$ cat src/rtl/tinyalu_pkg.sv
// tinyALU shared definitions: opcode and dispatcher state encodings, plus
// default multiplier timing constants used by tinyalu_dispatch.
// Contents: op_e, state_e, MUL_MIN_LAT_DEF, MUL_TIMEOUT_DEF.
package tinyalu_pkg;

    typedef enum logic [2:0] {
        OP_NOP = 3'b000,
        OP_ADD = 3'b001,
        OP_AND = 3'b010,
        OP_XOR = 3'b011,
        OP_MUL = 3'b100
    } op_e;

    typedef enum logic [1:0] {
        ST_IDLE     = 2'd0,
        ST_MUL_WAIT = 2'd1,
        ST_DONE     = 2'd2
    } state_e;

    // Edges after MUL launch during which a multiplier done is treated as stale.
    localparam int MUL_MIN_LAT_DEF = 3;
    // Edges after MUL launch at which an unanswered MUL is aborted.
    localparam int MUL_TIMEOUT_DEF = 16;

endpackage

$ cat src/rtl/tinyalu_dispatch.sv
// tinyALU operation dispatcher: ADD/AND/XOR in one cycle, MUL handed to the
// external three-cycle multiplier with stale-done filtering and a timeout.
// Ports: command in (start, op, A, B), completion out (done, result, err, busy),
// multiplier side (mult_start/mult_a/mult_b out, mult_done/mult_result in).
module tinyalu_dispatch
    import tinyalu_pkg::*;
#(
    parameter int MUL_MIN_LAT = MUL_MIN_LAT_DEF,
    parameter int MUL_TIMEOUT = MUL_TIMEOUT_DEF
) (
    input  logic        clk,
    input  logic        reset_n,
    input  logic        start,
    input  logic [2:0]  op,
    input  logic [7:0]  A,
    input  logic [7:0]  B,
    output logic        done,
    output logic [15:0] result,
    output logic        err,
    output logic        busy,
    output logic        mult_start,
    output logic [7:0]  mult_a,
    output logic [7:0]  mult_b,
    input  logic        mult_done,
    input  logic [15:0] mult_result
);

    // One spare bit above what MUL_TIMEOUT needs so saturation never aliases
    // back into the acceptance window.
    localparam int CW = $clog2(MUL_TIMEOUT) + 1;
    localparam logic [CW-1:0] MIN_LAT_C = CW'(MUL_MIN_LAT);
    localparam logic [CW-1:0] TO_LAST_C = CW'(MUL_TIMEOUT - 1);
    localparam logic [CW-1:0] CNT_MAX   = '1;

    state_e        state;
    logic [CW-1:0] wait_cnt;

    assign busy = (state != ST_IDLE);

    always_ff @(posedge clk) begin
        if (!reset_n) begin
            state      <= ST_IDLE;
            done       <= 1'b0;
            err        <= 1'b0;
            result     <= '0;
            mult_start <= 1'b0;
            mult_a     <= '0;
            mult_b     <= '0;
            wait_cnt   <= '0;
        end else begin
            done <= 1'b0;
            case (state)
                ST_IDLE: begin
                    if (start && op != OP_NOP) begin
                        case (op)
                            OP_ADD: begin
                                // Keep the carry: 9-bit sum zero-extended.
                                result <= {7'b0, {1'b0, A} + {1'b0, B}};
                                err    <= 1'b0;
                                done   <= 1'b1;
                                state  <= ST_DONE;
                            end
                            OP_AND: begin
                                result <= {8'b0, A & B};
                                err    <= 1'b0;
                                done   <= 1'b1;
                                state  <= ST_DONE;
                            end
                            OP_XOR: begin
                                result <= {8'b0, A ^ B};
                                err    <= 1'b0;
                                done   <= 1'b1;
                                state  <= ST_DONE;
                            end
                            OP_MUL: begin
                                mult_a     <= A;
                                mult_b     <= B;
                                mult_start <= 1'b1;
                                wait_cnt   <= '0;
                                state      <= ST_MUL_WAIT;
                            end
                            default: begin
                                // Reserved opcodes complete immediately with err.
                                result <= '0;
                                err    <= 1'b1;
                                done   <= 1'b1;
                                state  <= ST_DONE;
                            end
                        endcase
                    end
                end

                ST_MUL_WAIT: begin
                    if (wait_cnt != CNT_MAX) begin
                        wait_cnt <= wait_cnt + 1'b1;
                    end
                    // A done arriving too soon belongs to a previous launch.
                    // An accepted done beats the timeout on the same edge.
                    if (mult_done && wait_cnt >= MIN_LAT_C) begin
                        result     <= mult_result;
                        err        <= 1'b0;
                        mult_start <= 1'b0;
                        done       <= 1'b1;
                        state      <= ST_DONE;
                    end else if (wait_cnt >= TO_LAST_C) begin
                        result     <= '0;
                        err        <= 1'b1;
                        mult_start <= 1'b0;
                        done       <= 1'b1;
                        state      <= ST_DONE;
                    end
                end

                ST_DONE: begin
                    // start is deliberately not looked at here.
                    state <= ST_IDLE;
                end

                default: begin
                    state <= ST_IDLE;
                end
            endcase
        end
    end

endmodule

$ cat config.mk
export PLATFORM = sky130hd
export DESIGN_NAME = tinyalu_dispatch
export DESIGN_NICKNAME = d
export VERILOG_FILES = /design/src/rtl/tinyalu_pkg.sv /design/src/rtl/tinyalu_dispatch.sv
export SDC_FILE = /design/constraint.sdc
export NUM_CORES = 1
export LEC_CHECK = 0
export ABC_AREA = 1
export CORE_MARGIN = 2
export CORE_UTILIZATION = 46
export CTS_CLUSTER_SIZE = 24
export DETAILED_ROUTE_END_ITERATION = 8
export PLACE_DENSITY = 0.8
export SLEW_MARGIN = 20
export SYNTH_ARGS = -nofsm -noshare
export SYNTH_HDL_FRONTEND = slang
export SYNTH_SLANG_ARGS = --single-unit
$ cat constraint.sdc
create_clock -name clk -period 1.9 [get_ports clk]
set_input_delay 0.38 -clock clk [delete_from_list [all_inputs] [get_ports clk]]
set_output_delay 0.38 -clock clk [all_outputs]
set_load 0.01 [all_outputs]
# [Word-level counts from Yosys, hierarchy flattened]
# Index checks and enable logic that the tools add are counted.
[classes] addsub=2 order_cmp=2 eq_ne=11 mux=29 bitwise=2 reduce_logical=12
[op_table] op="16-bit case mux with 4 select lines" n=1
[op_table] op="16-bit two-way mux" n=3
[op_table] op="16-bit case mux with 2 select lines" n=1
[op_table] op="5-bit two-way mux" n=3
[op_table] op="4-bit AND reduction" n=3
[op_table] op="1-bit two-way mux" n=11
[op_table] op="5-bit case mux with 2 select lines" n=1
[op_table] op="8-bit by 8-bit adder with 9-bit output" n=1
[op_table] op="8-bit AND" n=1
[op_table] op="2-bit two-way mux" n=4
[op_table] op="1-bit case mux with 2 select lines" n=4
[op_table] op="8-bit bitwise XOR" n=1
[op_table] op="3-bit by 2-bit == test with 1-bit output, second input constant" n=2
[op_table] op="2-bit != test, second input constant" n=3
[op_table] op="5-bit by 1-bit adder with 5-bit output, second input constant" n=1
[op_table] op="5-bit by 2-bit greater-or-equal comparator with 1-bit output, second input constant" n=1
[op_table] op="5-bit by 4-bit greater-or-equal comparator with 1-bit output, second input constant" n=1
[op_table] op="5-bit != test, second input constant" n=1
[op_table] op="2-bit case mux with 2 select lines" n=1
[op_table] op="2-bit nonzero test" n=2
[op_table] op="3-bit by 1-bit == test with 1-bit output, second input constant" n=1
[op_table] op="3-bit == test, second input constant" n=1
[op_table] op="3-bit != test, second input constant" n=1
[op_table] op="3-bit AND reduction" n=1
[op_table] op="other kinds (7)" n=8
[totals] reg_bits=42 in_bits=39 output_inout_bits=36 wordCells=66

# [Depth between registers and ports, before layout]
# Gate-level depths: netlist of run 1.
[depth] ltp_word=5 ltp_mapped=13

# [Worst setup path after synthesis of run 1]
# No wires, ideal clock.
[synth_path] path_type="input to register" from="input A[0]" to="register result[4]" arrival_time_ns=1.509 setup_slack_ns=0.282 path_stages=13 path_buffers=0 path_cell_list="ha_1 > inv_1 > fa_1 > inv_1 > nand3_1 > nand2_1 > nand2_1 > nand2_1 > o21ai_0 > nand2_1 > nand3_1 > nand2_1 > inv_1"
[synth_via] elab_chain_cells=4
[synth_lines] element="start, declared" line="tinyalu_dispatch.sv:15" text="input logic [7:0] A,"
[synth_lines] element="8-bit by 8-bit adder with 9-bit output" line="tinyalu_dispatch.sv:58" text="result <= {7'b0, {1'b0, A} + {1'b0, B}};"
[synth_lines] element="16-bit case mux with 4 select lines" line="tinyalu_dispatch.sv:55" text="case (op)"
[synth_lines] element="16-bit two-way mux" line="tinyalu_dispatch.sv:54" text="if (start && op != OP_NOP) begin"
[synth_lines] element="16-bit case mux with 2 select lines" line="tinyalu_dispatch.sv:52" text="case (state)"
[synth_lines] element="end signal, assigned" line="tinyalu_dispatch.sv:58"
[synth_lines] element="end signal, assigned" line="tinyalu_dispatch.sv:64" text="result <= {8'b0, A & B};"
[synth_lines] element="end signal, assigned" line="tinyalu_dispatch.sv:70" text="result <= {8'b0, A ^ B};"
[synth_lines] element="end, declared" line="tinyalu_dispatch.sv:18" text="output logic [15:0] result,"
# No other way between the ends. The select of a mux whose other input is x is not followed.
# A chain may end at the register's enable or synchronous reset.

# [Final worst setup path of run 1]
[layout_path] from="input A[1]" to="register result[4]"
# Same word-level chain as after synthesis.

==> results of run 1 <==
==> worst paths after layout <==
path                                          startpoint                      end  cells after the start
worst min-delay path                                A[0]   mult_a[0]$_SDFFE_PN0P_                      3
worst min register to register   result[15]$_SDFFE_PN0P_  result[15]$_SDFFE_PN0P_                      2
worst max-delay path                                A[1]   result[4]$_SDFFE_PN0P_                     13
worst max register to register  wait_cnt[0]$_SDFFE_PN0P_   result[4]$_SDFFE_PN0P_                     13
==> cell usage after synthesis, drive strengths merged <==
cell	count	share of area (%)
a21boi	1	0.49
a21oi	22	4.8
a22oi	4	1.3
a31oi	4	1.1
buf	6	2.0
clkbuf	4	0.66
clkinv	2	0.38
dfxtp	42	37
fa	1	0.88
ha	11	6.0
inv	36	5.9
nand2	83	14
nand3	22	5.0
nand3b	2	0.66
nor2	59	9.9
nor3	2	0.66
nor4	1	0.55
o211ai	2	0.66
o21ai	33	7.2
o221ai	1	0.38
o22ai	1	0.27
or2	1	0.27
==> layout by cell type (no fill, tap or decap), drive strengths merged, types with 11 or more instances in the layout <==
cell type      count
clkdlybuf4s50     72
a21oi             22
ha                11
nand3             22
o21ai             33
nor2              59
nand2             83
dfxtp             42
buf               28
inv               36
==> registers in the layout, summed over array words and instances (netlist names) <==
signal      count
mult_a          8
result         16
err             1
state           2
wait_cnt        5
mult_b          8
mult_start      1
done            1
==> power breakdown <==
part,internal [mW],switching [mW]
clock,0.387,0.327
sequential,0.922,0.0268
combinational,0.275,0.259
==> logic make-up (layout without fill, tap and decap cells) <==
logic type,count (synthesis),in the layout,synth area share (%)
adders and majority gates,12,12,6.92
buffers and inverters,48,148,9.00
and+or+nand+nor,170,170,30.9
AOI/OAI and AO/OA,68,68,16.3
DFF,42,42,36.9
==> worst max-delay path, cell delays in order <==
cell and delay (ps):
clkdlybuf4s50_1 490, inv_1 90, fa_2 400, inv_2 60, nand3_1 70, nand2_2 80, nand2_1 50, nand2_1 50
o21ai_0 70, nand2_1 60, nand3_1 60, nand2_1 70, inv_1 40
==> metal layers <==
layer	share of wire [%]	vias to the layer above
li1	-	1294
met3	5.8	11
met5	0	-
met4	1.4	0
met1	45	1128
met2	48	79
==> layout make-up <==
| cell class | instances | area, sq um |
|---|---|---|
| tap | 67 | 83.8 |
| inverter | 38 | 148 |
| clock inverter | 3 | 40.0 |
| sequential | 42 | 842 |
| timing repair buffer | 102 | 981 |
| clock buffer | 5 | 68.8 |
| fill | 412 | 1340 |
| multi-input combinational | 250 | 1260 |
==> timing repair <==
item | CTS | global route
endpoints found under the setup margin | 2 | 17
hold buffers | 0 | 0
gates resized for setup | 2 | 12
pin swaps | 0 | 5
buffers inserted | 0 | 2
==> key figures, run 1 <==
Floorplanning
  – Die ar.: about 5500 sq um
  – Chip Width: between 70 and 80 um
  – Num ports: between 70 and 80
  – # rows: 25
  – Die Height: 74.4 um
  – Total core area: about 4800 sq um
  – Initial Util: around 48%

Synth
  – Flop and latch count out of synthesis: 42
  – Syn Std Cell Area: around 2300 sq um
  – Avg Cell Area, Syn: between 6 and 7 sq um
  – Cell count after synthesis: 340
  – Syn nets: 391
  – Seq/Total Area, Yosys: about 37%
  – Yosys warns: 0
  – Cell variety after synth: 32

Routing
  – Final ANT Viol Nets: 0
  – Vias per cell: around 5.0
  – DRT Wirelength: around 6300 um
  – Number of DRC violations after detailed-routing iteration 0: ~150
  – Pre-antenna DRT Iters: 4
  – Via count: roughly 2500
  – Wire per inst: 12.4 um
  – DRC Markers: 0

Timing
  – Final period util: roughly 94%
  – Slew Viols, Final: 0
  – Post-layout min period: 1790 ps
  – Setup_tns: 0 ps
  – Hold slack: about 380 ps
  – Slew headroom: roughly 70%
  – Tightest Pin Transition: about 450 ps
  – Maximum clock frequency: approximately 0.56 GHz
  – PnR worst setup slack: ~110 ps
  – Setup repair after global routing missed its margin: false
  – Clock Skew: between 4 and 5 ps
  – Fin. Hold Viols: 0
  – Final Setup Violations: 0

Global route
  – Gr busiest metal: met2
  – First-pass GRT wire length: approximately 10000 um
  – Vias in the first global route: about 2400
  – Global Route Usage Sum: ~23%
  – Global routing usage on met3: under 10%
  – Initial antenna violation count: 0
  – Met2 usage: roughly two fifths
  – Largest net degree at the start of global routing: 19
  – GRT overflow: 0
  – Grt met1 use: 29.7%

CTS
  – Worst-path clk slew: approximately 80 ps
  – TritonCTS clock tree: yes
  – Worst skew pair latency: roughly 300 ps
  – Max H-tree Level: 2
  – Sink Count: between 40 and 50
  – Clock buffer count from CTS: 5
  – Clock buffer depth: 2
  – CTS Root Cell: clkbuf_8

Outcome
  – Status: finished, final reports clean

Placed design
  – Setup WS pre-CTS: -373 ps
  – GPL Wtd Cong: around 0.90
  – Input/output buffers: 74
  – Post-DP HPWL: around 4700 um
  – Cells after DPL: approximately 500
  – Placed Area: ~3300 sq um

Layout
  – Diode count: 0
  – Final non-filler cell total: 507
  – Post-layout util: a little under three quarters
  – Finished Cell Area: ~3400 sq um
  – Layout cell share with drive strength beyond 1: about an eighth
  – Nets: 490
  – Synth-to-Final Area Change: 50.0%

Worst setup path
  – CP endpoint kind: flop
  – CP required: between 2000 and 2500 ps
  – R2r setup slk: between 100 and 150 ps
  – Largest fanout on the critical path: 3
  – WP data arrival: roughly 2000 ps
  – Crit Path Class: input pin to flop
  – Crit path launch type: input pin

Hold path
  – Hold Path Class: input pin to flop

Job
  – Maxcap violations: 0

Power
  – Final Power: roughly 2.2 mW
  – Worst VDD drop: between 0.0003 and 0.0004 V
  – Power per cell area: between 600 and 700 nW/um^2
  – Leak: ~1.5 nW
No activity file was read; power rests on OpenSTA's default activity.
==> run 2: changes to the inputs <==
--- a/config.mk
+++ b/config.mk
@@ -6,6 +6,7 @@
 export NUM_CORES = 1
 export LEC_CHECK = 0
 export ABC_AREA = 1
+export CAP_MARGIN = 40
 export CORE_MARGIN = 2
 export CORE_UTILIZATION = 46
 export CTS_CLUSTER_SIZE = 24
@@ -15,3 +16,4 @@
 export SYNTH_ARGS = -nofsm -noshare
 export SYNTH_HDL_FRONTEND = slang
 export SYNTH_SLANG_ARGS = --single-unit
+export TNS_END_PERCENT = 100
==> results of run 2 <==
No change in the layout: final DEF, timing and power equal those of run 1.
==> run 3: changes to the inputs <==
--- a/config.mk
+++ b/config.mk
@@ -9,6 +9,7 @@
 export CAP_MARGIN = 40
 export CORE_MARGIN = 2
 export CORE_UTILIZATION = 46
+export CTS_CLUSTER_DIAMETER = 100
 export CTS_CLUSTER_SIZE = 24
 export DETAILED_ROUTE_END_ITERATION = 8
 export PLACE_DENSITY = 0.8
==> results of run 3 <==
No change in the layout: final DEF, timing and power equal those of run 1.
